==> src/rtl/gnss_corr_bank_pkg.sv <==
// Shared definitions for the GNSS correlator bank.
//   state_t   : engine states (IDLE, SKIP, INTEG, DRAIN)
//   CHIP_POS  : replica chip value that means +1 (the other value means -1)
//   sat_add   : signed add clipped to a w-bit two's-complement range
package gnss_corr_bank_pkg;

  typedef enum logic [1:0] {
    ST_IDLE  = 2'd0,
    ST_SKIP  = 2'd1,
    ST_INTEG = 2'd2,
    ST_DRAIN = 2'd3
  } state_t;

  localparam logic CHIP_POS = 1'b1;

  // Working width of the saturating adder; callers use w < SAT_W.
  localparam int SAT_W = 64;

  function automatic logic signed [SAT_W-1:0] sat_add(
    input logic signed [SAT_W-1:0] a,
    input logic signed [SAT_W-1:0] b,
    input int unsigned             w
  );
    logic signed [SAT_W-1:0] sum;
    logic signed [SAT_W-1:0] hi;
    logic signed [SAT_W-1:0] lo;
    sum = a + b;
    hi  = (64'sd1 <<< (w - 1)) - 64'sd1;
    lo  = -(64'sd1 <<< (w - 1));
    if (sum > hi) begin
      return hi;
    end else if (sum < lo) begin
      return lo;
    end
    return sum;
  endfunction

endpackage

==> src/rtl/gnss_corr_tap_acc.sv <==
// One correlator tap: signed I/Q term register plus saturating accumulators.
//   clk, rst        : clock, asynchronous active-high reset
//   clr             : synchronous clear of terms and accumulators
//   smp_en          : load a new term from smp_re/smp_im/code
//   acc_en          : add the registered term into the accumulators
//   restart         : previous update closed an epoch; next add starts from 0
//   acc_re, acc_im  : current accumulator values
module gnss_corr_tap_acc
  import gnss_corr_bank_pkg::*;
#(
  parameter int SAMPLE_W = 8,
  parameter int ACC_W    = 32
) (
  input  logic                       clk,
  input  logic                       rst,
  input  logic                       clr,
  input  logic                       smp_en,
  input  logic                       acc_en,
  input  logic                       restart,
  input  logic                       code,
  input  logic signed [SAMPLE_W-1:0] smp_re,
  input  logic signed [SAMPLE_W-1:0] smp_im,
  output logic signed [ACC_W-1:0]    acc_re,
  output logic signed [ACC_W-1:0]    acc_im
);

  // One extra bit so that negating the most negative sample is exact.
  logic signed [SAMPLE_W:0] re_x, im_x;
  logic signed [SAMPLE_W:0] term_re_q, term_re_d, term_im_q, term_im_d;
  logic signed [ACC_W-1:0]  acc_re_q, acc_re_d, acc_im_q, acc_im_d;
  logic signed [ACC_W-1:0]  base_re, base_im;

  assign re_x = {smp_re[SAMPLE_W-1], smp_re};
  assign im_x = {smp_im[SAMPLE_W-1], smp_im};

  // After an epoch closes the accumulator still shows the dumped value;
  // the first term of the next epoch is added to zero instead.
  assign base_re = restart ? '0 : acc_re_q;
  assign base_im = restart ? '0 : acc_im_q;

  always_comb begin
    term_re_d = term_re_q;
    term_im_d = term_im_q;
    acc_re_d  = acc_re_q;
    acc_im_d  = acc_im_q;
    if (clr) begin
      term_re_d = '0;
      term_im_d = '0;
      acc_re_d  = '0;
      acc_im_d  = '0;
    end else begin
      if (smp_en) begin
        term_re_d = (code == CHIP_POS) ? re_x : -re_x;
        term_im_d = (code == CHIP_POS) ? im_x : -im_x;
      end
      if (acc_en) begin
        acc_re_d = ACC_W'(sat_add(SAT_W'(base_re), SAT_W'(term_re_q), ACC_W));
        acc_im_d = ACC_W'(sat_add(SAT_W'(base_im), SAT_W'(term_im_q), ACC_W));
      end
    end
  end

  always_ff @(posedge clk or posedge rst) begin
    if (rst) begin
      term_re_q <= '0;
      term_im_q <= '0;
      acc_re_q  <= '0;
      acc_im_q  <= '0;
    end else begin
      term_re_q <= term_re_d;
      term_im_q <= term_im_d;
      acc_re_q  <= acc_re_d;
      acc_im_q  <= acc_im_d;
    end
  end

  assign acc_re = acc_re_q;
  assign acc_im = acc_im_q;

endmodule

==> src/rtl/gnss_corr_bank.sv <==
// Multi-tap code correlator with integrate-and-dump and AXI-Stream output.
//   axis_aclk / axis_aresetn : clock / asynchronous active-high reset
//   i_start, i_stop          : run control pulses (stop has priority)
//   i_cfg_*                  : epoch length, leading skip, continuous mode
//   s_axis_*, i_code         : {Q,I} samples and one replica chip per tap
//   m_axis_*                 : per-epoch results, tap k at [2*ACC_W*k +: 2*ACC_W]
//   o_busy, o_overrun, o_epoch_count : status
module gnss_corr_bank
  import gnss_corr_bank_pkg::*;
#(
  parameter int NUM_TAPS = 6,
  parameter int SAMPLE_W = 8,
  parameter int ACC_W    = 32,
  parameter int LEN_W    = 32
) (
  input  logic                          axis_aclk,
  input  logic                          axis_aresetn,
  input  logic                          i_start,
  input  logic                          i_stop,
  input  logic [LEN_W-1:0]              i_cfg_len,
  input  logic [LEN_W-1:0]              i_cfg_skip,
  input  logic                          i_cfg_continuous,
  input  logic [2*SAMPLE_W-1:0]         s_axis_tdata,
  input  logic                          s_axis_tvalid,
  input  logic [NUM_TAPS-1:0]           i_code,
  output logic [2*ACC_W*NUM_TAPS-1:0]   m_axis_tdata,
  output logic                          m_axis_tvalid,
  input  logic                          m_axis_tready,
  output logic                          o_busy,
  output logic                          o_overrun,
  output logic [15:0]                   o_epoch_count
);

  localparam int OUT_W = 2 * ACC_W * NUM_TAPS;
  localparam logic [LEN_W-1:0] ONE = LEN_W'(1);

  state_t             state_q, state_d;
  logic [LEN_W-1:0]   cnt_q, cnt_d, skip_q, skip_d, last_idx_q, last_idx_d;
  logic               cont_q, cont_d;
  logic               term_vld_q, term_vld_d, term_last_q, term_last_d;
  logic               restart_q, restart_d, dump_q, dump_d;
  logic               tvalid_q, tvalid_d, overrun_q, overrun_d;
  logic [OUT_W-1:0]   tdata_q, tdata_d, acc_flat;
  logic [15:0]        epoch_q, epoch_d;
  logic               clr, smp_en, is_last, hs, pend;

  assign clr     = i_stop | ((state_q == ST_IDLE) & i_start);
  assign smp_en  = s_axis_tvalid & (state_q == ST_INTEG) & ~i_stop;
  assign is_last = (cnt_q == last_idx_q);
  assign hs      = tvalid_q & m_axis_tready;
  // A result still travelling through the term/accumulator stages.
  assign pend    = term_vld_q | dump_q;

  for (genvar gi = 0; gi < NUM_TAPS; gi++) begin : g_tap
    gnss_corr_tap_acc #(
      .SAMPLE_W (SAMPLE_W),
      .ACC_W    (ACC_W)
    ) u_tap (
      .clk     (axis_aclk),
      .rst     (axis_aresetn),
      .clr     (clr),
      .smp_en  (smp_en),
      .acc_en  (term_vld_q),
      .restart (restart_q),
      .code    (i_code[gi]),
      .smp_re  (s_axis_tdata[SAMPLE_W-1:0]),
      .smp_im  (s_axis_tdata[2*SAMPLE_W-1:SAMPLE_W]),
      .acc_re  (acc_flat[2*ACC_W*gi +: ACC_W]),
      .acc_im  (acc_flat[2*ACC_W*gi+ACC_W +: ACC_W])
    );
  end

  // Control pipeline that follows the sample through term and accumulator.
  always_comb begin
    term_vld_d  = smp_en;
    term_last_d = smp_en & is_last;
    restart_d   = term_vld_q ? term_last_q : restart_q;
    dump_d      = term_vld_q & term_last_q;
    if (clr) begin
      term_vld_d  = 1'b0;
      term_last_d = 1'b0;
      restart_d   = 1'b0;
      dump_d      = 1'b0;
    end
  end

  always_comb begin
    state_d    = state_q;
    cnt_d      = cnt_q;
    skip_d     = skip_q;
    last_idx_d = last_idx_q;
    cont_d     = cont_q;
    tvalid_d   = tvalid_q;
    tdata_d    = tdata_q;
    overrun_d  = overrun_q;
    epoch_d    = epoch_q;
    case (state_q)
      ST_IDLE: begin
        if (i_start && !i_stop) begin
          cnt_d      = '0;
          skip_d     = i_cfg_skip;
          last_idx_d = (i_cfg_len == '0) ? '0 : i_cfg_len - ONE;
          cont_d     = i_cfg_continuous;
          overrun_d  = 1'b0;
          epoch_d    = '0;
          state_d    = (i_cfg_skip != '0) ? ST_SKIP : ST_INTEG;
        end
      end
      ST_SKIP: begin
        if (s_axis_tvalid) begin
          if (cnt_q == skip_q - ONE) begin
            cnt_d   = '0;
            state_d = ST_INTEG;
          end else begin
            cnt_d = cnt_q + ONE;
          end
        end
      end
      ST_INTEG: begin
        if (s_axis_tvalid) begin
          if (is_last) begin
            cnt_d = '0;
            if (!cont_q) state_d = ST_DRAIN;
          end else begin
            cnt_d = cnt_q + ONE;
          end
        end
      end
      ST_DRAIN: begin
        // Leave only once the dumped result has reached the output and gone.
        if (hs && !pend) state_d = ST_IDLE;
      end
      default: state_d = ST_IDLE;
    endcase

    if (i_stop) begin
      state_d = ST_IDLE;
      cnt_d   = '0;
    end

    if (hs) tvalid_d = 1'b0;

    if (dump_q && !i_stop) begin
      epoch_d = epoch_q + 16'd1;
      if (tvalid_q && !m_axis_tready) begin
        overrun_d = 1'b1;
      end else begin
        tdata_d  = acc_flat;
        tvalid_d = 1'b1;
      end
    end
  end

  always_ff @(posedge axis_aclk or posedge axis_aresetn) begin
    if (axis_aresetn) begin
      state_q     <= ST_IDLE;
      cnt_q       <= '0;
      skip_q      <= '0;
      last_idx_q  <= '0;
      cont_q      <= 1'b0;
      term_vld_q  <= 1'b0;
      term_last_q <= 1'b0;
      restart_q   <= 1'b0;
      dump_q      <= 1'b0;
      tvalid_q    <= 1'b0;
      tdata_q     <= '0;
      overrun_q   <= 1'b0;
      epoch_q     <= '0;
    end else begin
      state_q     <= state_d;
      cnt_q       <= cnt_d;
      skip_q      <= skip_d;
      last_idx_q  <= last_idx_d;
      cont_q      <= cont_d;
      term_vld_q  <= term_vld_d;
      term_last_q <= term_last_d;
      restart_q   <= restart_d;
      dump_q      <= dump_d;
      tvalid_q    <= tvalid_d;
      tdata_q     <= tdata_d;
      overrun_q   <= overrun_d;
      epoch_q     <= epoch_d;
    end
  end

  assign m_axis_tdata  = tdata_q;
  assign m_axis_tvalid = tvalid_q;
  assign o_busy        = (state_q != ST_IDLE);
  assign o_overrun     = overrun_q;
  assign o_epoch_count = epoch_q;

endmodule

==> config.mk <==
export PLATFORM = sky130hd
export DESIGN_NAME = gnss_corr_bank
export DESIGN_NICKNAME = d
export VERILOG_FILES = /design/src/rtl/gnss_corr_bank_pkg.sv /design/src/rtl/gnss_corr_tap_acc.sv /design/src/rtl/gnss_corr_bank.sv
export SDC_FILE = /design/constraint.sdc
export NUM_CORES = 2
export LEC_CHECK = 0
export ABC_AREA = 1
export CORE_UTILIZATION = 55
export CTS_CLUSTER_DIAMETER = 100
export DETAILED_ROUTE_END_ITERATION = 6
export DONT_BUFFER_PORTS = 1
export GPL_ROUTABILITY_DRIVEN = 0
export HOLD_SLACK_MARGIN = 0.05
export PLACE_DENSITY_LB_ADDON = 0.2
export SYNTH_ARGS = -nofsm -noshare
export SYNTH_HDL_FRONTEND = slang
export SYNTH_SLANG_ARGS = --single-unit
export TNS_END_PERCENT = 1
==> constraint.sdc <==
create_clock -name axis_aclk -period 73.3 [get_ports axis_aclk]
set_input_delay 7.33 -clock axis_aclk [delete_from_list [all_inputs] [get_ports axis_aclk]]
set_output_delay 7.33 -clock axis_aclk [all_outputs]
set_load 0.02 [all_outputs]
; After elaboration in Yosys (flattened, before gate mapping)
; Index checks and enable logic that the tools add are counted.
[op_classes]
muxes = 189
reduce_logical = 21
eq_ne = 12
n_lt_le_gt_ge = 24
bitwise = 10
addsub = 18
[op_table]
columns = op, count
row1 = $mux W32, 79
row2 = $add A32 B9 Y33, 12
row3 = $gt A33 B32 Y1 const B, 12
row4 = $lt A33 B32 Y1 const B, 12
row5 = $mux W9, 36
row6 = $pmux W32 S3, 1
row7 = $eq A32 B32 Y1, 2
row8 = $sub A32 B1 Y32 const B, 2
row9 = $mux W1, 60
row10 = $mux W16, 3
row11 = $add A32 B1 Y32 const B, 1
row12 = $logic_not A32 Y1, 1
row13 = $reduce_bool A32 Y1, 1
row14 = $mux W2, 9
row15 = $ne A3 B3 Y1 const B, 6
row16 = $neg A8 Y9, 2
row17 = $add A16 B1 Y16 const B, 1
row18 = $reduce_bool A2 Y1, 5
row19 = $pmux W2 S4, 1
row20 = $reduce_and A7 Y1, 1
row21 = $and A1 B1 Y1, 6
row22 = $reduce_and A2 Y1, 3
row23 = $eq A2 B2 Y1 const B, 2
row24 = $logic_and A1 B1 Y1, 4
row25 = 8 further kinds, 12
[totals]
out_inout_bits = 403
word_cells = 311
in_bits = 93
reg_bits = 997

; Depth between registers and ports, before layout
[depth]
depth_word = 10
mapped_depth = 27
ltp_nobuf = 24

; By module
; From an unflattened synthesis, not the netlist that was laid out.
[unflattened]
hier_cells = 10869
area_unflattened_um2 = 75105.8
[modules_own_cells]
columns = module, cells_each, instances, seq_area_each_um2, area_each_um2
row1 = gnss_corr_bank, 2038, 1, 12637.1, 22625.4
row2 = gnss_corr_tap_acc at g_tap[2].u_tap ..., 1471, 2, 2052.0, 8739.6
row3 = gnss_corr_tap_acc at g_tap[0].u_tap, 1476, 1, 2052.0, 8802.2
row4 = gnss_corr_tap_acc at g_tap[4].u_tap, 1469, 1, 2052.0, 8768.4
row5 = gnss_corr_tap_acc at g_tap[5].u_tap, 1475, 1, 2052.0, 8717.1
row6 = gnss_corr_tap_acc at g_tap[1].u_tap, 1469, 1, 2052.0, 8713.4

; Worst setup path after synthesis
; OpenSTA, ideal clock, no wires.
[synth_path]
path_type = in2reg
start = in i_cfg_len[0]
end = reg last_idx_q[10]
slack_ns = 64.083
arrival_time_ns = 9.095
required_ns = 73.178
cell_stages = 16
setup_time_ns = 0.122
path_buffers = 1
path_cell_list = inv_1 > ha_1 > nand2_1 > nor2_4 > nand3_2 > nor2_4 > nand3b_2 > nor4_4 > nand2_2 > nor2_4 > nand2_2 > nor2_4 > nand2_1 > nand2_2 > buf_6 > o21ai_2
[synth_between]
elab_chain_cells = 2
word_cells_on_any_way = 3
cone_classes = 1 x add/sub / 1 x mux / 1 x reduce/logical
[synth_lines]
columns = element, line
row1 = from (decl), gnss_corr_bank.sv:20  ; input logic [LEN_W-1:0] i_cfg_len,
row2 = $sub A32 B1 Y32 / $logic_not A32 Y1 (equally long branches), gnss_corr_bank.sv:102  ; last_idx_d = (i_cfg_len == '0) ? '0 : i_cfg_len - ONE;
row3 = $mux W32 *, gnss_corr_bank.sv:102
row4 = to (signal assigned), gnss_corr_bank.sv:173  ; last_idx_q <= last_idx_d;
row5 = to (decl), gnss_corr_bank.sv:38  ; logic [LEN_W-1:0] cnt_q, cnt_d, skip_q, skip_d, last_idx_q, last_idx_d;
; Mark *: on every way between the ends. The rest lies on a longest branch, timed or not.
; A chain may end at the register's enable or synchronous reset.

; Worst setup path in the final report
[layout_path]
start = in i_stop
end = reg g_tap[4].u_tap.acc_im_q[11]
[layout_between]
elab_chain_cells = 2
word_cells_on_any_way = 3
cone_classes = 1 x mux / 1 x bitwise / 1 x reduce/logical
[layout_lines]
columns = element, line
row1 = from (decl), gnss_corr_bank.sv:19  ; input logic i_stop,
row2 = $or A1 B1 Y1 *, gnss_corr_bank.sv:47  ; assign clr = i_stop | ((state_q == ST_IDLE) & i_start);
row3 = $mux W32 / $reduce_bool A2 Y1 (equally long branches), -
row4 = to (signal assigned), gnss_corr_tap_acc.sv:73  ; acc_im_q <= acc_im_d;
row5 = to (decl), gnss_corr_tap_acc.sv:30  ; logic signed [ACC_W-1:0] acc_re_q, acc_re_d, acc_im_q, acc_im_d;
; Marks and branches as above.

==> tab_implementation.tex <==
\begin{tabular}{lr}
\hline
Metric & Value \\
\hline
\multicolumn{2}{l}{\textbf{Run status}} \\
\quad Status & finished, violations left \\
\quad Failing checks & DRC \\
\multicolumn{2}{l}{\textbf{Synthesis}} \\
\quad Net Count, Synth & 9996 \\
\quad Combined area of all synthesized cells & 67300 µm² \\
\quad Distinct cell type count after synthesis & 63 \\
\quad Top FF cell, synth & sky130\_fd\_sc\_hd\_\_dfrtp\_1 \\
\quad Area share of the leading cell type in the synthesized netlist & 36.7\% \\
\quad Largest cells by area after synthesis & sky130\_fd\_sc\_hd\_\_dfrtp\_1, sky130\_fd\_sc\_hd\_\_nand2\_1, sky130\_fd\_sc\_hd\_\_ha\_1 \\
\quad Dominant cell type by area after synthesis & sky130\_fd\_sc\_hd\_\_dfrtp\_1 \\
\quad Sequential cell area fraction in the yosys report & 36.7\% \\
\quad Mean Syn Cell Area & 7.08 µm² \\
\quad Number of flops mapped to enable cells by yosys & 0 \\
\quad FF+latch count, synth & 987 \\
\quad Synthesis warning total & 0 \\
\quad Cell count after synthesis & 9497 \\
\quad Async set or reset register ratio after synthesis & 100\% \\
\multicolumn{2}{l}{\textbf{GRT}} \\
\quad Number of global-route vias before repair & 57200 \\
\quad Overall Global Routing Usage & 30.3\% \\
\quad Wire length of the first global-routing pass & 302000 µm \\
\quad Pin count of the biggest net entering global routing & 279 \\
\quad Global route total overflow & 0 \\
\quad Number of antenna violations at the first check in global routing & 7 \\
\multicolumn{2}{l}{\textbf{Worst setup path}} \\
\quad Depth of the most critical reg-to-reg path & 21 \\
\quad Ordered cell list for the critical path & clkinv\_1 > nand2\_1 > nor2\_4 > buf\_4 > buf\_4 > buf\_4 > nand2\_1 > nand2\_1 \\
\quad Bufs and invs on worst path & 4 \\
\quad Kind of cell adding the most delay to the critical path & buffers and inverters \\
\quad Slowest CP cell & sky130\_fd\_sc\_hd\_\_buf\_4 \\
\quad Arrival time worst endpoint & 10.95 ns \\
\quad Critical path capture point type & flip-flop \\
\quad Required time at the endpoint of the critical path & 73.96 ns \\
\quad Maximum fanout along the worst path & 87 \\
\quad Destination of the critical timing path & g\_tap[4].u\_tap.acc\_im[11]\$\_DFFE\_PP0P\_ \\
\quad Crit path depth & 8 \\
\quad Nature of the critical path startpoint & primary input \\
\quad Setup Crit Path Kind & in2reg \\
\quad Critical R2R Launch & restart\_q\$\_DFFE\_PP0P\_ \\
\quad Reg-to-reg setup timing slack & 67.09 ns \\
\quad Crit-path max cell delay & 0.87 ns \\
\quad Worst setup path startpoint & i\_stop \\
\quad Endpoint of the worst-slack reg-to-reg timing path & g\_tap[2].u\_tap.acc\_re[1]\$\_DFFE\_PP0P\_ \\
\multicolumn{2}{l}{\textbf{Power and ir drop}} \\
\quad PwrDens & 19.2 nW/µm² \\
\quad Reported leakage power & 0.0380 µW \\
\quad Worst IR drop on VDD & 0.0182 mV \\
\quad Final total power & 1380 µW \\
\multicolumn{2}{l}{\textbf{Clock network}} \\
\quad CTS-repair resized insts & 0 \\
\quad CTS buffer count & 106 \\
\quad Clock-pin slew of the registers on the worst-case setup and hold paths & 0.06 ns \\
\quad Post-CTS Hold Fix Bufs & 0 \\
\quad Maximum count of clock buffers along a single path & 3 \\
\quad Library cell used as clock root buffer & sky130\_fd\_sc\_hd\_\_clkbuf\_16 \\
\quad CTS tree & built \\
\quad Setup bufs post-CTS & 0 \\
\quad H-tree depth & 3 \\
\quad Total clock sinks & 987 \\
\quad Worst-skew pair later-pin latency & 0.76 ns \\
\multicolumn{2}{l}{\textbf{Timing}} \\
\quad Shortest clock period the worst path allows after layout & 10.29 ns \\
\quad Worst hold slack & 0.476 ns \\
\quad Maximum frequency from static timing analysis & 97.2 MHz \\
\quad RSZ-0062 raised after global routing & no \\
\quad Worst max-slew margin expressed relative to the limit & 16.5\% \\
\quad Maximum clock skew at final layout & 0.0496 ns \\
\quad Final count of hold timing violations & 0 \\
\quad Slew at the pin closest to its max-slew limit & 1.25 ns \\
\quad Fin crit share & 14.0\% \\
\quad Final Max Tran Viols & 0 \\
\quad Finish-stage setup viols & 0 \\
\quad Setup TNS & 0 ns \\
\multicolumn{2}{l}{\textbf{Route}} \\
\quad Sum of routed wire length over all layers & 190000 µm \\
\quad Average via count per standard cell & 5.53 \\
\quad Via count & 60800 \\
\quad DRT antenna net count & 0 \\
\quad Post-detailed-route DRC marker count & 1 \\
\quad Pre-antenna DRT Iters & 7 \\
\quad Average detailed-routed wire length per instance & 17.3 µm \\
\quad DRC violation total after the first TritonRoute iteration & 5370 \\
\multicolumn{2}{l}{\textbf{Finish}} \\
\quad Most frequent cells in the layout & sky130\_fd\_sc\_hd\_\_nand2\_1, sky130\_fd\_sc\_hd\_\_inv\_1, sky130\_fd\_sc\_hd\_\_nor2\_1 \\
\quad Most frequent standard cell in the layout excluding fill and tap cells & sky130\_fd\_sc\_hd\_\_nand2\_1 \\
\quad Final Net Count & 9789 \\
\quad Layout cells sized above 1 & 4.11\% \\
\quad Inserted Diodes & 0 \\
\quad Area Overhead vs Synth & 6.85\% \\
\multicolumn{2}{l}{\textbf{Die}} \\
\quad Placeable core area & 121000 µm² \\
\quad Die span in y & 352 µm \\
\quad Total die area & 124000 µm² \\
\quad Horizontal die dimension & 352 µm \\
\quad Starting utilization of the core area & 55.8\% \\
\quad FP Rows & 127 \\
\quad I/O pin cnt & 496 \\
\multicolumn{2}{l}{\textbf{Place}} \\
\quad Count of buffers from port buffering & 0 \\
\quad Detailed placement HPWL & 140000 µm \\
\multicolumn{2}{l}{\textbf{Run}} \\
\quad Max Cap Violations & 0 \\
\multicolumn{2}{l}{\textbf{Hold path}} \\
\quad Worst hold-check path type & reg2reg \\
\hline
\end{tabular}
[registers in the layout, summed over array words and instances (netlist names)]
name,count
m_axis_tdata,384
g_tap.u_tap.acc_im,192
g_tap.u_tap.acc_re,192
g_tap.u_tap.term_im_q,49
g_tap.u_tap.term_re_q,49
cnt_q,32
last_idx_q,32
skip_q,32
o_epoch_count,16
state_q,2
cont_q,1
dump_q,1
m_axis_tvalid,1
o_overrun,1
restart_q,1
term_last_q,1
term_vld_q,1
[layer usage]
metal / vias up / routed length [µm] / track usage (%)
met2: 1933 / 85200 / 48.3
li1: 30100 / - / -
met4: 2 / 7340 / 12.0
met3: 336 / 14000 / 5.49
met1: 28400 / 83400 / 40.7
met5: - / 13 / 0
[through the flow]
stage,area (µm²),worst slack (ns),cells,util [%]
floorplan,67300,38.20,9497,-
finish,71900,63.01,11000,59.6
detailed placement,68100,62.32,10800,56.5
global placement,68100,62.44,10800,56.5
CTS,71900,63.10,11000,59.6
global route,71900,62.74,11000,59.6
[area by class of cell]
type,instances,area (µm²)
fillers,11200,48700
multi-input cells,6962,36600
flip-flops and latches,987,24700
inverters,1182,4450
clock buffers,142,3000
well taps,1612,2020
clock inverters,54,743
repair buffers,51,420
[cells by family (layout without fill, tap and decap cells)]
kind of cell,after synthesis,after routing,synth area share (%)
AOI/OAI and AO/OA,1640,1640,13.6
buffers and inverters,1548,1429,9.05
muxes,2,2,0.0316
adders and majority gates,406,406,7.69
and+or+nand+nor,4475,4475,27.2
xor gates and xnor gates,439,439,5.72
DFF,987,987,36.7
[worst reg2reg max path: cells and delay by family (launching register included)]
family                     cells  cell delay [ns]
and+or+nand+nor               15             2.49
buffers and inverters          3             1.76
adders and majority gates      2             0.72
AOI/OAI and AO/OA              1             0.08
DFF                            1             1.02
[report_power, final]
part | internal [µW] | switching (µW) | leakage (µW)
sequential | 575 | 47.5 | 0.0128
combinational | 59.8 | 125 | 0.0234
clock | 335 | 238 | 0.00183
total | 971 | 411 | 0.0380
[cell usage after synthesis, drive strengths merged, types with 38 or more instances]
| library cell | number |
|---|---|
| o22ai | 107 |
| a31oi | 39 |
| clkbuf | 259 |
| xor2 | 212 |
| nand3b | 60 |
| nor2 | 1016 |
| nand2 | 2647 |
| nand3 | 557 |
| o21ai | 809 |
| nand4 | 51 |
| xnor2 | 227 |
| nor4 | 38 |
| a21oi | 492 |
| inv | 1178 |
| dfrtp | 987 |
| buf | 107 |
| nor3 | 85 |
| ha | 394 |
[worst min path at each step]
stage | from | endpoint | slack (ns) | depth (start not counted)
3_5_place_dp | g_tap[2].u_tap.acc_re[22]$_DFFE_PP0P_ | g_tap[2].u_tap.acc_re[22]$_DFFE_PP0P_ | 0.46 | 2
2_1_floorplan | cont_q$_DFFE_PP0P_ | cont_q$_DFFE_PP0P_ | 0.44 | 2
4_1_cts | cont_q$_DFFE_PP0P_ | cont_q$_DFFE_PP0P_ | 0.48 | 2
5_1_grt | g_tap[1].u_tap.acc_im[3]$_DFFE_PP0P_ | g_tap[1].u_tap.acc_im[3]$_DFFE_PP0P_ | 0.49 | 2
3_3_place_gp | cont_q$_DFFE_PP0P_ | cont_q$_DFFE_PP0P_ | 0.46 | 2
6_report | g_tap[5].u_tap.acc_im[19]$_DFFE_PP0P_ | g_tap[5].u_tap.acc_im[19]$_DFFE_PP0P_ | 0.48 | 2
No activity file was read; power rests on OpenSTA's default activity.
